$ cat config.mk
export PLATFORM = sky130hd
export DESIGN_NAME = serial_adder
export DESIGN_NICKNAME = d
export VERILOG_FILES = /design/src/rtl/serial_adder.sv
export SDC_FILE = /design/constraint.sdc
export NUM_CORES = 1
export LEC_CHECK = 0
export CORE_ASPECT_RATIO = 1.75
export CORE_MARGIN = 3
export CORE_UTILIZATION = 35
export DETAILED_ROUTE_END_ITERATION = 10
export DONT_BUFFER_PORTS = 1
export GPL_TIMING_DRIVEN = 0
export SLEW_MARGIN = 20
export SYNTH_ARGS = -nofsm -noshare
export SYNTH_HDL_FRONTEND = slang
export SYNTH_SLANG_ARGS = --single-unit
$ cat constraint.sdc
create_clock -name clk -period 4.03 [get_ports clk]
set_clock_uncertainty 0.15 [all_clocks]
set_input_delay 1.209 -clock clk [delete_from_list [all_inputs] [get_ports clk]]
set_output_delay 1.209 -clock clk [all_outputs]
set_load 0.05 [all_outputs]
$ cat src/rtl/serial_adder.sv
// Bit-serial adder sequencer: one full-adder bit per clock, LSB first; SERIAL_ADDER_SUB_EN adds A-B mode.
// Latency: start accepted at edge 0, done pulses in the cycle after edge WIDTH; WIDTH+2 cycles start to IDLE.
// Backpressure: none; start is sampled only in IDLE and ignored (not queued) while busy or done.
module serial_adder #(
    parameter int WIDTH = 8
) (
    input  logic             clk,
    input  logic             rst_n,
    input  logic             start,
    input  logic [WIDTH-1:0] A,
    input  logic [WIDTH-1:0] B,
    input  logic             Cin,
    input  logic             sub,
    output logic             busy,
    output logic             done,
    output logic [WIDTH-1:0] S,
    output logic             Cout,
    output logic             ovf
);

    localparam int CW = (WIDTH > 1) ? $clog2(WIDTH) : 1;
    localparam logic [CW-1:0] CNT_LAST = CW'(WIDTH - 1);

    typedef enum logic [1:0] {
        IDLE = 2'd0,
        RUN  = 2'd1,
        DONE = 2'd2
    } state_t;

    state_t           state_q, state_d;
    logic [WIDTH-1:0] a_sh_q, a_sh_d;
    logic [WIDTH-1:0] b_sh_q, b_sh_d;
    logic [WIDTH-1:0] s_q, s_d;
    logic [CW-1:0]    cnt_q, cnt_d;
    logic             c_q, c_d;
    logic             cout_q, cout_d;
    logic             ovf_q, ovf_d;

    logic [WIDTH-1:0] b_load;
    logic             c_load;
    logic             bit_s;
    logic             bit_c;

`ifdef SERIAL_ADDER_SUB_EN
    // Subtraction is A + ~B + 1, so Cout=1 means no borrow.
    assign b_load = sub ? ~B : B;
    assign c_load = sub ? 1'b1 : Cin;
`else
    logic unused_sub;
    assign unused_sub = sub;
    assign b_load     = B;
    assign c_load     = Cin;
`endif

    assign bit_s = a_sh_q[0] ^ b_sh_q[0] ^ c_q;
    assign bit_c = (a_sh_q[0] & b_sh_q[0]) | (a_sh_q[0] & c_q) | (b_sh_q[0] & c_q);

    always_comb begin
        state_d = state_q;
        a_sh_d  = a_sh_q;
        b_sh_d  = b_sh_q;
        s_d     = s_q;
        cnt_d   = cnt_q;
        c_d     = c_q;
        cout_d  = cout_q;
        ovf_d   = ovf_q;
        case (state_q)
            IDLE: begin
                if (start) begin
                    a_sh_d  = A;
                    b_sh_d  = b_load;
                    c_d     = c_load;
                    cnt_d   = '0;
                    state_d = RUN;
                end
            end
            RUN: begin
                c_d    = bit_c;
                s_d    = {bit_s, s_q[WIDTH-1:1]};
                a_sh_d = a_sh_q >> 1;
                b_sh_d = b_sh_q >> 1;
                cnt_d  = cnt_q + CW'(1);
                if (cnt_q == CNT_LAST) begin
                    // c_q is the carry into the MSB, bit_c the carry out of it.
                    ovf_d   = c_q ^ bit_c;
                    cout_d  = bit_c;
                    state_d = DONE;
                end
            end
            DONE: begin
                state_d = IDLE;
            end
            default: begin
                state_d = IDLE;
            end
        endcase
    end

    always_ff @(posedge clk or negedge rst_n) begin
        if (!rst_n) begin
            state_q <= IDLE;
            a_sh_q  <= '0;
            b_sh_q  <= '0;
            s_q     <= '0;
            cnt_q   <= '0;
            c_q     <= 1'b0;
            cout_q  <= 1'b0;
            ovf_q   <= 1'b0;
        end else begin
            state_q <= state_d;
            a_sh_q  <= a_sh_d;
            b_sh_q  <= b_sh_d;
            s_q     <= s_d;
            cnt_q   <= cnt_d;
            c_q     <= c_d;
            cout_q  <= cout_d;
            ovf_q   <= ovf_d;
        end
    end

    assign busy = (state_q == RUN);
    assign done = (state_q == DONE);
    assign S    = s_q;
    assign Cout = cout_q;
    assign ovf  = ovf_q;

endmodule

==> flow_summary.yaml, run 1 <==
final_layout:
  nFillCells: 417
  multi_input_area_um2: 643
  most-common-layout-cells: "32 x dfrtp_1, 9 x nor3b_1, 8 x inv_1, 8 x or4b_1, 8 x o221a_2"
  area_growth_syn_to_layout_pct: 9.81
  drive_gt1_share_pct: 26.0
  nets: 150
  ff_latch_area_um2: 801
  num_antenna_cells: 0
  final_common_cell: "dfrtp_1"
sta:
  setup_viol: 0
  rsz0062_at_grt: "false"
  finalWorstPathRequiredPeriod_ns: 3.28
  finalHoldViolCount: 0
  tightest_slew_ns: 0.946
  drv_slew: 0
  fmax_ghz: 0.305
  period_share_pct: 81.3
  tns_ns: 0
  timing.slew.headroom_pct: 36.8
  postLayoutSetupSlackWorst_ns: 0.755
drt:
  num_vias: 995
  final_antenna_net_count: 0
  drc: 0
  wirelength_um: 3240
  wl_per_cell_um: 18.4
  drtIter0Drc: 19
  viasPerCell: 5.65
  dr.pass1.iters: 4
clocking:
  post_cts_buffers: 0
  path_clk_slew_ns: 0.07
  cts-hold-fix-buffers: 0
  cts_resized: 0
  cts.sinks: 32
  clock_latency_ns: 0.28
  cts-root-buf: "clkbuf_8"
  htreeDepth: 2
  clockBufferDepth: 2
  cts_made_buffers: 5
  tritoncts: "built"
global_route:
  grt_pass1_vias: 1084
  grt_antenna_before_repair: 0
  grt_usage_pct: 13.4
  gr-usage-met1_pct: 14.3
  top_usage_layer: "met2"
  grtUsageMet2_pct: 21.1
  grt_max_degree: 33
  grt_first_pass_wirelength_um: 5340
  gr-total-overflow: 0
  grt_use_met3_pct: 6.33
power:
  leakage_nw: 0.728
  peakVddDrop_uv: 443
  powerDensity_nw_per_um2: 897
  power_mw: 1.52
synth:
  yosysTopAreaCell: "dfrtp_1"
  yosysWarnings: 0
  synth_top_area_share_pct: 51.9
  ys_seq_elements: 32
  seq_area_frac_synth_pct: 51.9
  syn_inst: 119
  synth_area_um2: 1540
  ys_types: 27
  synth_area_leaders: "dfrtp_1 52%, o221a_2 5.8%, or4b_1 5.2%, mux2_2 5.1%, nor3b_1 4.4%"
  syn-num-nets: 143
  syn-mean-instance-area_um2: 13.0
critical_path:
  end_kind: "primary output"
  crit_fanout: 10
  crit_path_frequent_cell: "buf_2"
  worstSetupPathType: "reg -> out"
  cp-endpoint: "done"
  path_cells: "buf_2 -> buf_2 -> nor2b_1"
  cp-startpoint: "state_q[1]"
  rr_startpoint: "state_q[1]"
  ff2ff_setup_slack_ns: 2.25
  r2r-end: "S[7]"
  crit_slowest_cell: "nor2b_1"
  arrival_ns: 1.92
  cp-start-kind: "flip-flop"
  cp_data_required_time_ns: 2.67
  r2r_cells: 4
  slowest_delay_ns: 0.78
die:
  dieArea_um2: 5270
  rows: 31
  ios: 33
  die_h_um: 93.8
  die_w_um: 56.2
  coreArea_um2: 4190
  start_util_pct: 36.8
placement:
  dpl_worst_slack_ns: 1.06
  place_congestion: 0.744
  hpwl_um: 2380
  port_buffers: 0
flow_run:
  drv_cap: 0
status:
  status: "finished clean"
hold_path:
  hp-class: "reg -> reg"
worst max-delay path, delay by kind of cell, from the launching register on:
family                 cells  cell delay (ns)
AND/OR/NAND/NOR            1             0.78
buffers and inverters      2             0.48
flip-flops                 1             0.38
flip-flops by register name (all words and copies together), names as in the netlist:
name     flops
cnt_q        3
a_sh_q       8
state_q      2
S            8
Cout         1
c_q          1
b_sh_q       8
ovf          1
metal layers:
layer	routed length, um	vias up
met5	0	-
met4	99	0
met3	214	6
met2	1660	26
met1	1270	496
li1	-	467
how the worst min path moves through the flow:
stage,from,to,slack (ns),depth (start not counted)
after detailed placement,cnt_q[0],cnt_q[0],0.34,1
after global placement,cnt_q[0],cnt_q[0],0.32,1
final,cnt_q[0],cnt_q[0],0.34,1
after global routing,cnt_q[2],cnt_q[2],0.39,1
after floorplan,cnt_q[0],cnt_q[0],0.31,1
after CTS,cnt_q[0],cnt_q[0],0.35,1
layout make-up:
type | instances | area share (%)
sequential | 32 | 47.3
inverter | 8 | 1.77
buffer | 11 | 4.06
multi-input combinational | 68 | 38.0
tap | 49 | 3.62
clock buffer | 8 | 5.32
per-stage QoR:
stage / hold slack, ns / utilization [%] / instances / area [um2]
after detailed placement: 0.341 / 38.3 / 168 / 1600
after global routing: 0.392 / 40.4 / 176 / 1690
final: 0.345 / 40.4 / 176 / 1690
after floorplan: 0.307 / - / 119 / 1540
after global placement: 0.322 / 38.3 / 168 / 1600
after CTS: 0.351 / 40.4 / 176 / 1690
cell usage after synthesis:
master    instances
o21ba_2           1
buf_2             6
inv_1             8
ha_1              2
buf_6             2
nor2b_1           1
a211oi_1          7
nor4bb_1          2
nor4b_1           7
buf_4             1
mux2i_1           1
mux2_2            7
o221a_2           8
nand2b_1          3
clkbuf_2          1
and3b_1           1
a211o_1           2
a21oi_1           1
o21bai_2          1
mux2_1            3
fa_1              1
a22o_1            2
dfrtp_1          32
nor3b_1           9
or4b_1            8
clkbuf_1          1
xor2_1            1
report_power, final:
group          total [mW]  switching (mW)  internal (mW)
registers           0.764           0.290          0.474
clock network       0.250           0.110          0.139
logic               0.506           0.235          0.271
kinds of logic after synthesis:
kind of cell	synth area share [%]
fa+ha+maj	2.92
buf+inv	6.41
flops	51.9
xor+xnor	0.568
mux	7.95
compound gates	13.2
simple gates	17.0
(Power assumes the default switching activity.)
==> run 2, diff against run 1 <==
==> constraint.sdc (replaced) <==
create_clock -name clk -period 2.6 [get_ports clk]
set_clock_uncertainty 0.15 [all_clocks]
set_input_delay 0.78 -clock clk [delete_from_list [all_inputs] [get_ports clk]]
set_output_delay 0.78 -clock clk [all_outputs]
set_load 0.05 [all_outputs]
==> flow_summary.yaml, run 2 (same netlist as run 1, synthesis figures left out) <==
global_route:
  grt_first_pass_wirelength_um: 5400
  gr-total-overflow: 0
  grt_pass1_vias: 1093
  grt_max_degree: 33
  grt_antenna_before_repair: 0
  grt_usage_pct: 13.5
status:
  status: "finished clean"
clocking:
  cts-hold-fix-buffers: 0
  path_clk_slew_ns: 0.07
  clockBufferDepth: 2
  htreeDepth: 2
  tritoncts: "built"
  cts_made_buffers: 5
  cts-root-buf: "clkbuf_8"
  cts.sinks: 32
  clock_latency_ns: 0.28
critical_path:
  crit_fanout: 10
  r2r_cells: 4
  cp-endpoint: "done"
  worstSetupPathType: "reg -> out"
  cp_data_required_time_ns: 1.67
  rr_startpoint: "state_q[1]"
  path_cells: "buf_2 -> buf_2 -> nor2b_4"
  arrival_ns: 1.52
  ff2ff_setup_slack_ns: 0.82
  crit_path_frequent_cell: "buf_2"
  end_kind: "primary output"
  slowest_delay_ns: 0.38
  crit_slowest_cell: "dfrtp_1"
  cp-start-kind: "flip-flop"
  r2r-end: "S[7]"
  cp-startpoint: "state_q[1]"
power:
  peakVddDrop_uv: 687
  power_mw: 2.36
  leakage_nw: 0.728
  powerDensity_nw_per_um2: 1390
die:
  start_util_pct: 36.8
  coreArea_um2: 4190
  dieArea_um2: 5270
  die_h_um: 93.8
  rows: 31
  die_w_um: 56.2
  ios: 33
sta:
  period_share_pct: 94.1
  timing.slew.headroom_pct: 64.1
  tns_ns: 0
  rsz0062_at_grt: "false"
  fmax_ghz: 0.409
  tightest_slew_ns: 0.538
  drv_slew: 0
  finalHoldViolCount: 0
  postLayoutSetupSlackWorst_ns: 0.153
  finalWorstPathRequiredPeriod_ns: 2.45
  setup_viol: 0
drt:
  drtIter0Drc: 24
  wirelength_um: 3270
  drc: 0
  final_antenna_net_count: 0
  num_vias: 1001
  wl_per_cell_um: 18.6
  viasPerCell: 5.69
  dr.pass1.iters: 4
placement:
  place_area_um2: 1600
  place_congestion: 0.744
  port_buffers: 0
  dpl_worst_slack_ns: 0.0542
  hpwl_um: 2380
flow_run:
  drv_cap: 0
final_layout:
  nets: 150
  nFillCells: 419
  final_area_um2: 1700
  post-route-util_pct: 40.6
  final_common_cell: "dfrtp_1"
  area_growth_syn_to_layout_pct: 10.3
  drive_gt1_share_pct: 26.8
  num_antenna_cells: 0
  most-common-layout-cells: "32 x dfrtp_1, 9 x nor3b_1, 8 x inv_1, 8 x or4b_1, 8 x o221a_2"
hold_path:
  hp-class: "in -> async"
[run 2: cell counts in the layout (fill, tap and decap cells not counted)]
Identical to the previous run, type by type.
[run 2: routing by layer]
metal | track usage [%] | routed length, um | vias to the layer above
met1 | 14.4 | 1280 | 503
met4 | 7.92 | 99 | 0
met5 | 0 | 0 | -
li1 | - | - | 466
met2 | 21.5 | 1670 | 26
met3 | 6.33 | 218 | 6
[run 2: cell type report]
cell class | count | area [um2] | area share [%]
multi-input combinational | 68 | 651 | 38.2
tap | 49 | 61.3 | 3.60
clock buffer | 8 | 90.1 | 5.29
inverter | 8 | 30.0 | 1.76
sequential | 32 | 801 | 47.1
buffer | 11 | 68.8 | 4.04
[run 2: report_power, final]
part | total, mW | internal [mW] | switching, mW | leakage, nW
Clock | 0.386 | 0.216 | 0.171 | 0.0455
Combinational | 0.791 | 0.422 | 0.369 | 0.307
Sequential | 1.18 | 0.734 | 0.450 | 0.376
[run 2: worst max-delay path, delay by kind of cell (launching register included)]
family / cells / cell delay [ns]
and+or+nand+nor: 1 / 0.37
DFF: 1 / 0.38
buffers and inverters: 2 / 0.49
[run 2: worst min-delay path by stage]
| stage | endpoint | slack, ns | from | cells after the start |
|---|---|---|---|---|
| 2_1_floorplan | cnt_q[0] | 0.31 | cnt_q[0] | 1 |
| 3_3_place_gp | cnt_q[0] | 0.32 | cnt_q[0] | 1 |
| 3_5_place_dp | S[4] | 0.34 | rst_n | 0 |
| 4_1_cts | a_sh_q[1] | 0.03 | rst_n | 0 |
| 5_1_grt | a_sh_q[1] | 0.02 | rst_n | 0 |
| 6_report | S[7] | 0.04 | rst_n | 0 |
[run 2: per-stage QoR]
stage,cells,hold WS [ns]
final,176,0.0392
after global routing,176,0.0233
after CTS,176,0.0302
after detailed placement,168,0.335
after global placement,168,0.322
after floorplan,119,0.307
[run 2: what timing repair did]
action	in CTS	in global routing
endpoints found under the setup margin	1	0
resized for setup	2	0
buffers inserted	0	0
==> run 3, diff against run 2 <==
==> constraint.sdc (replaced) <==
create_clock -name clk -period 2 [get_ports clk]
set_clock_uncertainty 0.15 [all_clocks]
set_input_delay 0.6 -clock clk [delete_from_list [all_inputs] [get_ports clk]]
set_output_delay 0.6 -clock clk [all_outputs]
set_load 0.05 [all_outputs]
==> flow_summary.yaml, run 3 (same netlist as run 1, synthesis figures left out) <==
global_route:
  grt_usage_pct: 13.2
  grt_first_pass_wirelength_um: 5240
  grt_pass1_vias: 1045
  gr-total-overflow: 0
  grt_antenna_before_repair: 0
  grt_max_degree: 33
power:
  p_sw_share_pct: 41.4
  p_int_mw: 1.84
  powerDensity_nw_per_um2: 1740
  pwr-share-clk_pct: 15.9
  pwr-share-comb_pct: 35.2
  power.switching_mw: 1.30
  peakVddDrop_uv: 774
  seqPwrFrac_pct: 48.9
  leakage_nw: 0.780
  power_mw: 3.14
drt:
  wl_per_cell_um: 17.3
  dr.pass1.iters: 4
  final_antenna_net_count: 0
  drtIter0Drc: 21
  drc: 0
  wirelength_um: 3200
  viasPerCell: 5.64
  num_vias: 1044
sta:
  tightest_slew_ns: 0.500
  timing.slew.headroom_pct: 66.7
  drv_slew: 0
  period_share_pct: 98.2
  rsz0062_at_grt: "true"
  setup_viol: 0
  finalWorstPathRequiredPeriod_ns: 1.96
  fmax_ghz: 0.509
  tns_ns: 0
  finalHoldViolCount: 0
  holdWs_ns: 0.336
flow_run:
  drv_cap: 0
die:
  start_util_pct: 36.8
  dieArea_um2: 5270
  die_h_um: 93.8
  die_w_um: 56.2
  coreArea_um2: 4190
  rows: 31
  ios: 33
critical_path:
  cp-start-kind: "flip-flop"
  arrival_ns: 1.21
  worstSetupPathType: "reg -> out"
  crit_fanout: 4
  rr_startpoint: "state_q[1]"
  ff2ff_setup_slack_ns: 0.30
  r2r-end: "c_q"
  end_kind: "primary output"
  r2r_cells: 4
  cp_data_required_time_ns: 1.25
placement:
  place_congestion: 0.746
  hpwl_um: 2380
  port_buffers: 0
clocking:
  tritoncts: "built"
  cts-root-buf: "clkbuf_8"
  clock_latency_ns: 0.28
  path_clk_slew_ns: 0.07
  htreeDepth: 2
  cts.sinks: 32
  clockBufferDepth: 2
  cts_made_buffers: 5
final_layout:
  drive_gt1_share_pct: 31.6
  nets: 159
  most-common-layout-cells: "32 x dfrtp_1, 9 x nor3b_1, 9 x buf_4"
  final_common_cell: "dfrtp_1"
  ff_latch_area_um2: 801
  multi_input_area_um2: 651
  post-route-util_pct: 43.1
  nFillCells: 401
  num_antenna_cells: 0
  area_growth_syn_to_layout_pct: 17.1
hold_path:
  holdPathEnd: "cnt_q[0]"
  min_from: "cnt_q[0]"
  holdPathStages: 1
  hp-class: "reg -> reg"
status:
  status: "finished clean"
-- run 3: changes by cell type in the layout (fill, tap and decap cells not counted) --
cell,before,now
buf_4,1,9
buf_2,6,3
buf_12,0,1
buf_6,2,3
buf_8,0,1
clkinvlp_4,0,1
dlygate4sd3_1,0,1
inv_1,8,7
-- run 3: per-stage QoR --
step                      setup WS (ns)  instances  instance area [um2]
after global routing            -0.0204        185                 1810
after floorplan                  0.0391        119                 1550
final                            0.0362        185                 1810
after detailed placement         -0.121        168                 1610
after global placement           -0.111        168                 1610
after CTS                       -0.0147        178                 1750
-- run 3: metal layers --
metal | global-route usage, % | part of all wire (%) | vias up
li1 | - | - | 481
met1 | 13.8 | 36 | 522
met2 | 22.2 | 54 | 32
met3 | 5.36 | 7.0 | 9
met4 | 7.13 | 2.7 | 0
met5 | 0 | 0 | -
-- run 3: worst max-delay path, stage by stage, from the launching register on --
cell        delay (ns)
dfrtp_1           0.42
nand2b_1          0.17
buf_6             0.12
clkinvlp_4        0.22
-- run 3: cell type report --
cell class	count	area share, %
Buffer	9	4.02
Clock buffer	8	4.99
Inverter	8	1.87
Multi-Input combinational cell	68	36.0
Sequential cell	32	44.3
Tap cell	49	3.39
Timing Repair Buffer	11	5.40
-- run 3: how the worst max path moves through the flow --
| stage | to | cells after the start | from | slack (ns) |
|---|---|---|---|---|
| after floorplan | done | 3 | state_q[1] | 0.04 |
| after global placement | done | 3 | state_q[1] | -0.11 |
| after detailed placement | done | 3 | state_q[1] | -0.12 |
| after CTS | busy | 3 | state_q[1] | -0.01 |
| after global routing | busy | 3 | state_q[1] | -0.02 |
| final | busy | 3 | state_q[1] | 0.04 |
-- run 3: timing repair --
action / in CTS / in global routing
hold endpoints to repair: 32 / 0
hold buffers: 2 / 0
resized for setup: 5 / 1
setup buffers: 2 / 7
endpoints found under the setup margin: 2 / 2
-- run 3: power by group through the flow --
stage               clock network [mW]  logic, mW  registers (mW)
finish                           0.499       1.11            1.54
global route                     0.544       1.25            1.58
CTS                              0.513       1.09            1.54
detailed placement                   0       1.03            1.56
global placement                     0      0.983            1.55
floorplan                            0      0.861            1.49
